### src/rtl/wf_tx_frame_buffer_pkg.sv
// Shared constants, state encoding and header helper for the wireless TX frame buffer.
package wf_pkg;

    localparam logic [7:0] ASCII_EOT       = 8'h04;
    localparam logic [7:0] DEF_MAC_ADDR    = 8'h42;
    localparam logic [7:0] DEF_TYPE_BYTE   = 8'h30;
    localparam int         DEF_MAX_PAYLOAD = 252;
    localparam int         HEADER_LEN      = 3;

    typedef enum logic [1:0] {
        IDLE,
        FILL,
        HOLD,
        SEND
    } wfState_e;

    // Header bytes are synthesised on the fly, never stored in the payload RAM.
    function automatic logic [7:0] headerByte(input logic [7:0] idx,
                                              input logic [7:0] dest,
                                              input logic [7:0] mac,
                                              input logic [7:0] typ);
        logic [7:0] result;
        case (idx)
            8'd0:    result = dest;
            8'd1:    result = mac;
            default: result = typ;
        endcase
        return result;
    endfunction

endpackage

### src/rtl/wf_tx_frame_buffer_if.sv
// Byte-stream bundle between the UART receiver, the frame buffer and the Manchester transmitter.
interface wf_tx_frame_buffer_if;
    import wf_pkg::*;

    logic [7:0] rx_data;
    logic       rx_valid;
    logic       rx_ferr;
    logic       tx_rdy;
    logic [7:0] tx_data;
    logic       tx_last;
    logic       tx_rd;
    logic [7:0] pay_len;
    logic       overflow;

    modport master (
        output rx_data, rx_valid, rx_ferr, tx_rd,
        input  tx_rdy, tx_data, tx_last, pay_len, overflow
    );

    modport slave (
        input  rx_data, rx_valid, rx_ferr, tx_rd,
        output tx_rdy, tx_data, tx_last, pay_len, overflow
    );

endinterface

### src/rtl/wf_tx_frame_buffer_ram.sv
// 256x8 simple dual-port payload store: synchronous write, one-cycle registered read.
module wf_frame_ram
    import wf_pkg::*;
(
    input  logic       clk,
    input  logic       we,
    input  logic [7:0] waddr,
    input  logic [7:0] wdata,
    input  logic [7:0] raddr,
    output logic [7:0] rdata
);

    logic [7:0] mem [256];

    always_ff @(posedge clk) begin
        if (we) begin
            mem[waddr] <= wdata;
        end
        rdata <= mem[raddr];
    end

endmodule

### src/rtl/wf_tx_frame_buffer.sv
// Collects one UART frame (dest + payload up to EOT), then streams dest/MAC/type/payload
// out through a registered show-ahead byte port.
module wf_tx_frame_buffer
    import wf_pkg::*;
#(
    parameter logic [7:0] MAC_ADDR    = DEF_MAC_ADDR,
    parameter int         MAX_PAYLOAD = DEF_MAX_PAYLOAD,
    parameter logic [7:0] TYPE_BYTE   = DEF_TYPE_BYTE
) (
    input  logic                 clk,
    input  logic                 rst,
    wf_tx_frame_buffer_if.slave  bus
);

    localparam logic [7:0] LastFillLen = 8'(MAX_PAYLOAD - 1);
    localparam logic [7:0] HdrLastIdx  = 8'(HEADER_LEN - 1);
    localparam logic [7:0] HdrLen      = 8'(HEADER_LEN);

    wfState_e   state_q, state_d;
    logic [7:0] payLen_q, payLen_d;
    logic [7:0] dest_q, dest_d;
    logic [7:0] idx_q, idx_d;
    logic [7:0] txData_q, txData_d;
    logic       txRdy_q, txRdy_d;
    logic       txLast_q, txLast_d;
    logic       overflow_q, overflow_d;

    logic       ramWe;
    logic [7:0] ramRaddr;
    logic [7:0] ramRdata;
    logic       rxGood;
    logic       rxEot;
    logic       popReq;
    logic [7:0] nextIdx;
    logic [7:0] lastIdx;

    assign rxGood  = bus.rx_valid & ~bus.rx_ferr;
    assign rxEot   = (bus.rx_data == ASCII_EOT);
    assign popReq  = bus.tx_rd & txRdy_q;
    assign nextIdx = idx_q + 8'd1;
    assign lastIdx = payLen_q + HdrLastIdx;

    always_ff @(posedge clk) begin
        if (!rst) begin
            state_q <= IDLE;
        end else begin
            state_q <= state_d;
        end
    end

    always_comb begin
        state_d = state_q;
        case (state_q)
            IDLE: if (rxGood && !rxEot) state_d = FILL;
            FILL: if (rxGood && (rxEot || payLen_q == LastFillLen)) state_d = HOLD;
            HOLD: state_d = SEND;
            SEND: if (popReq && txLast_q) state_d = IDLE;
            default: state_d = IDLE;
        endcase
    end

    always_comb begin
        payLen_d   = payLen_q;
        dest_d     = dest_q;
        idx_d      = idx_q;
        txData_d   = txData_q;
        txRdy_d    = txRdy_q;
        txLast_d   = txLast_q;
        overflow_d = overflow_q;
        ramWe      = 1'b0;
        case (state_q)
            IDLE: begin
                if (rxGood && !rxEot) begin
                    dest_d   = bus.rx_data;
                    payLen_d = 8'd0;
                end
            end
            FILL: begin
                if (rxGood && !rxEot) begin
                    ramWe    = 1'b1;
                    payLen_d = payLen_q + 8'd1;
                end
            end
            HOLD: begin
                overflow_d = overflow_q | rxGood;
                txRdy_d    = 1'b1;
                txData_d   = dest_q;
                txLast_d   = 1'b0;
                idx_d      = 8'd0;
            end
            SEND: begin
                overflow_d = overflow_q | rxGood;
                if (popReq) begin
                    if (txLast_q) begin
                        txRdy_d  = 1'b0;
                        txLast_d = 1'b0;
                        txData_d = 8'h00;
                        payLen_d = 8'd0;
                        idx_d    = 8'd0;
                    end else begin
                        idx_d    = nextIdx;
                        txData_d = (nextIdx < HdrLen)
                                 ? headerByte(nextIdx, dest_q, MAC_ADDR, TYPE_BYTE)
                                 : ramRdata;
                        txLast_d = (nextIdx == lastIdx);
                    end
                end
            end
            default: ;
        endcase
        // The RAM output must already hold the byte after the one being presented.
        ramRaddr = (idx_d >= HdrLastIdx) ? (idx_d - HdrLastIdx) : 8'd0;
    end

    always_ff @(posedge clk) begin
        if (!rst) begin
            payLen_q   <= 8'd0;
            dest_q     <= 8'd0;
            idx_q      <= 8'd0;
            txData_q   <= 8'h00;
            txRdy_q    <= 1'b0;
            txLast_q   <= 1'b0;
            overflow_q <= 1'b0;
        end else begin
            payLen_q   <= payLen_d;
            dest_q     <= dest_d;
            idx_q      <= idx_d;
            txData_q   <= txData_d;
            txRdy_q    <= txRdy_d;
            txLast_q   <= txLast_d;
            overflow_q <= overflow_d;
        end
    end

    wf_frame_ram u_ram (
        .clk   (clk),
        .we    (ramWe),
        .waddr (payLen_q),
        .wdata (bus.rx_data),
        .raddr (ramRaddr),
        .rdata (ramRdata)
    );

    assign bus.tx_rdy   = txRdy_q;
    assign bus.tx_data  = txData_q;
    assign bus.tx_last  = txLast_q;
    assign bus.pay_len  = payLen_q;
    assign bus.overflow = overflow_q;

endmodule

### src/flat_wrapper.sv
// flat-port wrapper written by rule: the top's interface ports become plain ports
module wf_tx_frame_buffer_flat import wf_pkg::*;
#(
    parameter logic [7:0] MAC_ADDR    = DEF_MAC_ADDR,
    parameter int         MAX_PAYLOAD = DEF_MAX_PAYLOAD,
    parameter logic [7:0] TYPE_BYTE   = DEF_TYPE_BYTE
)
  (clk, rst, bus_rx_data, bus_rx_valid, bus_rx_ferr, bus_tx_rd, bus_tx_rdy, bus_tx_data, bus_tx_last, bus_pay_len, bus_overflow);
  wf_tx_frame_buffer_if bus_i ();
  input  logic clk;
  input  logic rst;
  input wire logic [$bits(bus_i.rx_data)-1:0] bus_rx_data;
  input wire logic [$bits(bus_i.rx_valid)-1:0] bus_rx_valid;
  input wire logic [$bits(bus_i.rx_ferr)-1:0] bus_rx_ferr;
  input wire logic [$bits(bus_i.tx_rd)-1:0] bus_tx_rd;
  output wire logic [$bits(bus_i.tx_rdy)-1:0] bus_tx_rdy;
  output wire logic [$bits(bus_i.tx_data)-1:0] bus_tx_data;
  output wire logic [$bits(bus_i.tx_last)-1:0] bus_tx_last;
  output wire logic [$bits(bus_i.pay_len)-1:0] bus_pay_len;
  output wire logic [$bits(bus_i.overflow)-1:0] bus_overflow;
  assign bus_i.rx_data = bus_rx_data;
  assign bus_i.rx_valid = bus_rx_valid;
  assign bus_i.rx_ferr = bus_rx_ferr;
  assign bus_i.tx_rd = bus_tx_rd;
  assign bus_tx_rdy = bus_i.tx_rdy;
  assign bus_tx_data = bus_i.tx_data;
  assign bus_tx_last = bus_i.tx_last;
  assign bus_pay_len = bus_i.pay_len;
  assign bus_overflow = bus_i.overflow;
  wf_tx_frame_buffer #(.MAC_ADDR(MAC_ADDR), .MAX_PAYLOAD(MAX_PAYLOAD), .TYPE_BYTE(TYPE_BYTE)) u_core (.clk(clk), .rst(rst), .bus(bus_i));
endmodule
### config.mk
export PLATFORM = sky130hd
export DESIGN_NAME = wf_tx_frame_buffer_flat
export DESIGN_NICKNAME = d
export VERILOG_FILES = /design/src/rtl/wf_tx_frame_buffer_pkg.sv /design/src/rtl/wf_tx_frame_buffer_if.sv /design/src/rtl/wf_tx_frame_buffer_ram.sv /design/src/rtl/wf_tx_frame_buffer.sv /design/src/flat_wrapper.sv
export SDC_FILE = /design/constraint.sdc
export NUM_CORES = 2
export LEC_CHECK = 0
export CAP_MARGIN = 10
export CELL_PAD_IN_SITES_DETAIL_PLACEMENT = 2
export CELL_PAD_IN_SITES_GLOBAL_PLACEMENT = 2
export CORE_AREA = 2 2 409 411
export DETAILED_ROUTE_END_ITERATION = 10
export DIE_AREA = 0 0 411 413
export GPL_TIMING_DRIVEN = 0
export PLACE_DENSITY = 0.89
export SLEW_MARGIN = 0
export SYNTH_ARGS = -nofsm -noshare
export SYNTH_HDL_FRONTEND = slang
export SYNTH_HIERARCHICAL = 1
export SYNTH_SLANG_ARGS = --single-unit
### constraint.sdc
create_clock -name clk -period 5.1 [get_ports clk]
set_input_delay 0.51 -clock clk [delete_from_list [all_inputs] [get_ports clk]]
set_output_delay 0.51 -clock clk [all_outputs]
set_load 0.005 [all_outputs]
==> results.cfg, run 1 <==
[die]
die_h_um = 413
number_of_cell_rows = 150
floorplan.initialDensity_pct = 49.5
floorplan.die.width_um = 411
top_level_ports = 32

[synth]
synth-edff-count = 2048
ys_async_sr_fraction_pct = 0
synth_seq_area_share_pct = 76.0
synth.net_count = 4092
yosys-top-cells-area = edfxtp_1 75%, mux4_2 12%, mux2i_1 1.7%
synth_cells = 4067
count_of_yosys_warnings_during_synthesis = 6
yosys.area.top_type = edfxtp_1
synth-seq-cells = 2093
main_flop_type_after_synthesis = edfxtp_1
yosysTopAreaCellShare_pct = 74.9
mappedNetlistArea_um2 = 82100
post_synth_num_cell_types = 81
mean_instance_size_in_the_synthesized_netlist_um2 = 20.2

[placement]
gpl.final_weighted_congestion = 0.982
dp_hpwl_um = 238000
numPortBuffers = 31

[status]
status = stopped before the end
failing_step = 3_5_place_dp
stop_error = [ERROR DPL-0033] detailed placement checks failed during check placement.
[synthesized netlist by cell type, types with 34 or more instances]
library cell     n
a22oi_1        135
mux4_2         454
nand3_1         57
nor2b_1         34
a21oi_1        123
mux2i_1        141
nand2_1         63
o221ai_1        46
dfxtp_1         45
edfxtp_1      2048
clkbuf_1       124
nor2_1         321
[cells by family after synthesis]
family,synth area share [%]
multiplexers,14.3
AO/OA/AOI/OAI,3.92
AND/OR/NAND/NOR,3.37
flip-flops,76.0
adder cells (fa/ha/maj),0.183
buffers and inverters,1.99
XOR/XNOR,0.288
[per-stage QoR]
| stage | area, um^2 | instances |
|---|---|---|
| floorplan | 82100 | 4067 |
| global placement | 85200 | 6302 |
==> run 2, diff against run 1 <==
--- a/config.mk
+++ b/config.mk
@@ -6,13 +6,11 @@
 export NUM_CORES = 2
 export LEC_CHECK = 0
 export CAP_MARGIN = 10
-export CELL_PAD_IN_SITES_DETAIL_PLACEMENT = 2
-export CELL_PAD_IN_SITES_GLOBAL_PLACEMENT = 2
-export CORE_AREA = 2 2 409 411
+export CORE_AREA = 2 2 457 459
 export DETAILED_ROUTE_END_ITERATION = 10
-export DIE_AREA = 0 0 411 413
+export DIE_AREA = 0 0 459 461
 export GPL_TIMING_DRIVEN = 0
-export PLACE_DENSITY = 0.89
+export PLACE_DENSITY_LB_ADDON = 0.15
 export SLEW_MARGIN = 0
 export SYNTH_ARGS = -nofsm -noshare
 export SYNTH_HDL_FRONTEND = slang
==> run 2 against run 1 <==
Net effect:
- the flow now finishes, with violations (setup timing)
- area after synthesis did not move
- synthesized cell count unchanged
==> results.cfg, run 2 <==
[synth]
count_of_yosys_warnings_during_synthesis = 6
synth-seq-cells = 2093
synth-edff-count = 2048
yosys-top-cells-count = 2,048 x edfxtp_1, 454 x mux4_2, 321 x nor2_1
yosysTopAreaCellShare_pct = 74.9
post_synth_num_cell_types = 81
synth.net_count = 4092
yosys-top-cells-area = edfxtp_1 75%, mux4_2 12%, mux2i_1 1.7%
yosysMostFrequentCell = edfxtp_1
mean_instance_size_in_the_synthesized_netlist_um2 = 20.2
synth_cells = 4067
yosys.area.top_type = edfxtp_1
ys_async_sr_fraction_pct = 0
synth_seq_area_share_pct = 76.0
main_flop_type_after_synthesis = edfxtp_1
mappedNetlistArea_um2 = 82100

[timing]
report.final.hold_viol_count = 0
fin_hold_ws_ns = 0.0468
slew_viol_final = 0
max_slew.worst_pin.slew_ns = 1.22
worst_slack_ns = -0.0125
rsz0062_at_grt = yes
final.setup_skew_ns = 0.0741
max_clock_freq_ghz = 0.196
setup_viol = 1
post-route-min-period_ns = 5.11
share_of_the_clock_period_used_by_the_worst_path_pct = 100
worst_rel_slew_slack_pct = 18.6

[grt]
grt.total_usage_pct = 25.4
first_global_vias = 42900
grt_start_max_net_pins = 148
grt_first_pass_wirelength_um = 365000
antenna_violations_before_repair = 11
globalRoute.totalOverflow = 0

[power_and_ir_drop]
total_leakage_power_nw = 28.4
power.ir.vdd_worst_uv = 340
cellPowerDensity_nw_per_um2 = 369

[status]
violations = setup timing
status = complete, but fails checks

[detailed_routing]
vias_per_cell = 6.13
drt_first_pass_iters = 6
remaining_drc_errors = 0
finalWirelength_um = 271000
dr.first_iter.drc_count = 6019
detail_route.wl_per_cell_um = 37.4
dr_total_vias = 44400
drtAntennaViolNets = 0

[clock_network]
cts.reportedPaths.clkPinSlew_ns = 0.06
numCtsBuffers = 214
clkLatencyLatePin_ns = 0.89
ctsRootBufferMaster = clkbuf_16
holdBufCountCts = 0
cts_sinks = 2093
clockBufferDepth = 3
clock_tree.htree_level_count = 4
tritoncts_clock_tree = done

[layout]
largest_register_ff_count = 2048
multiInputGateArea_um2 = 19300
final_net_count = 4389
register_area_um2 = 62400
final_cell_area_um2 = 95600
layout_commonest_cell = edfxtp_1
nFillCells = 17300
mostFrequentLayoutCells = 2,048 x edfxtp_1, 454 x mux4_2, 313 x nor2_1
post_route_cells_drive_above_1_share_pct = 25.8
max_flop_register = u_core/u_ram/mem
final_cell_count_no_fill = 7252
utilization_pct = 46.3
areaGrowthSynthToFinish_pct = 16.4

[die]
floorplan.initialDensity_pct = 39.8
number_of_cell_rows = 167
floorplan.die.width_um = 459
die_area_um2 = 212000
top_level_ports = 32
placeableCoreArea_um2 = 206000
die_h_um = 461

[setup_path]
regToRegEndpoint = u_core/u_ram/rdata[1]
regToRegSetupSlack_ns = -0.01
critPathCaptureType = register
timing.reg2reg.worst_path_depth = 19
arrival_ns = 5.84
worstPathRequired_ns = 5.83
startpoint_type = register
worst-path-max-fanout = 10
setup.worst_path.start = u_core/state_q[0]
worstSetupEndpoint = u_core/u_ram/rdata[1]
rr_startpoint = u_core/state_q[0]
worst_setup_path_type = register to register

[placement]
gpl.final_weighted_congestion = 0.908
numPortBuffers = 31
post_dp_cell_area_um2 = 86800
dp_hpwl_um = 181000
placed_cells_incl_taps = 6845
placement.setup.worst_slack_ns = -2.98

[run]
max-cap-violations = 0

[hold_path]
hold_path.class = input pin to register
[run 2: cell counts after synthesis]
Identical to the previous run, type by type.
[run 2: kinds of logic after synthesis]
group / after synthesis / synth area share, %
and+or+nand+nor: 603 / 3.37
buffers and inverters: 270 / 1.99
xor gates and xnor gates: 27 / 0.288
adders and majority gates: 12 / 0.183
DFF: 2093 / 76.0
AOI/OAI and AO/OA: 463 / 3.92
muxes: 599 / 14.3
[run 2: area by class of cell]
class / count / area share, %
diodes: 5 / 0.0131
plain buffers: 250 / 2.22
repair buffers: 86 / 1.45
well taps: 2704 / 3.54
clock buffers: 272 / 5.83
inverters: 15 / 0.0602
multi-input cells: 1704 / 20.2
clock inverters: 123 / 1.40
flip-flops and latches: 2093 / 65.3
[run 2: repair_timing]
| item | in CTS | in global routing |
|---|---|---|
| setup buffers | 8 | 2 |
| pin swaps | 20 | 17 |
| gates resized for setup | 334 | 101 |
| setup endpoints to repair | 8 | 8 |
| cloned | 0 | 0 |
[run 2: per-layer routing]
layer	global-route usage (%)	share of wire, %	vias to the layer above
li1	-	-	17500
met1	35.9	40	24200
met2	38.8	45	2277
met3	5.62	10	424
met4	9.54	4.2	10
met5	0	0.024	-
[run 2: worst min path at each step]
| stage | cells past startpoint | slack [ns] | to | from |
|---|---|---|---|---|
| after detailed placement | 2 | 0.45 | u_core/dest_q[5] | u_core/dest_q[5] |
| after global placement | 2 | 0.45 | u_core/dest_q[4] | u_core/dest_q[4] |
| after floorplan | 2 | 0.43 | u_core/bus.tx_data[2] | u_core/dest_q[2] |
| after CTS | 1 | 0.0004 | u_core/u_ram/mem[236][7] | bus_rx_data[7] |
| after global routing | 1 | 0.03 | u_core/u_ram/mem[236][7] | bus_rx_data[7] |
| final | 1 | 0.05 | u_core/u_ram/mem[236][7] | bus_rx_data[7] |
[run 2: worst max-delay path, cell delays in order, from the launching register on]
cell,delay (ns)
dfxtp_1,0.38
ha_2,0.28
nand4b_1,0.23
buf_4,0.21
o22ai_2,0.13
a222oi_1,0.11
buf_4,0.18
o311ai_4,0.09
nor4_4,0.06
buf_6,0.15
nor2b_1,0.11
buf_4,0.27
buf_8,0.32
buf_4,0.34
buf_6,0.34
mux4_2,0.37
a22oi_2,0.26
a21oi_2,0.19
nor4_4,0.70
nor4_4,0.15
[run 2: stage by stage]
| step | TNS, ns | power (mW) |
|---|---|---|
| 3_5_place_dp | -151.69 | 20.1 |
| 6_report | -0.0125 | 35.2 |
| 5_1_grt | -0.0525 | 36.2 |
| 3_3_place_gp | - | 20.3 |
| 4_1_cts | 0 | 35.5 |
| 2_1_floorplan | 0 | 19.6 |
[run 2: where the power goes]
part / switching, mW / internal (mW) / total, mW / leakage, nW
logic: 0.584 / 0.214 / 0.798 / 6.33
clock network: 6.78 / 8.69 / 15.5 / 3.34
registers: 0.0476 / 18.9 / 19.0 / 18.8
(Power assumes the default switching activity.)
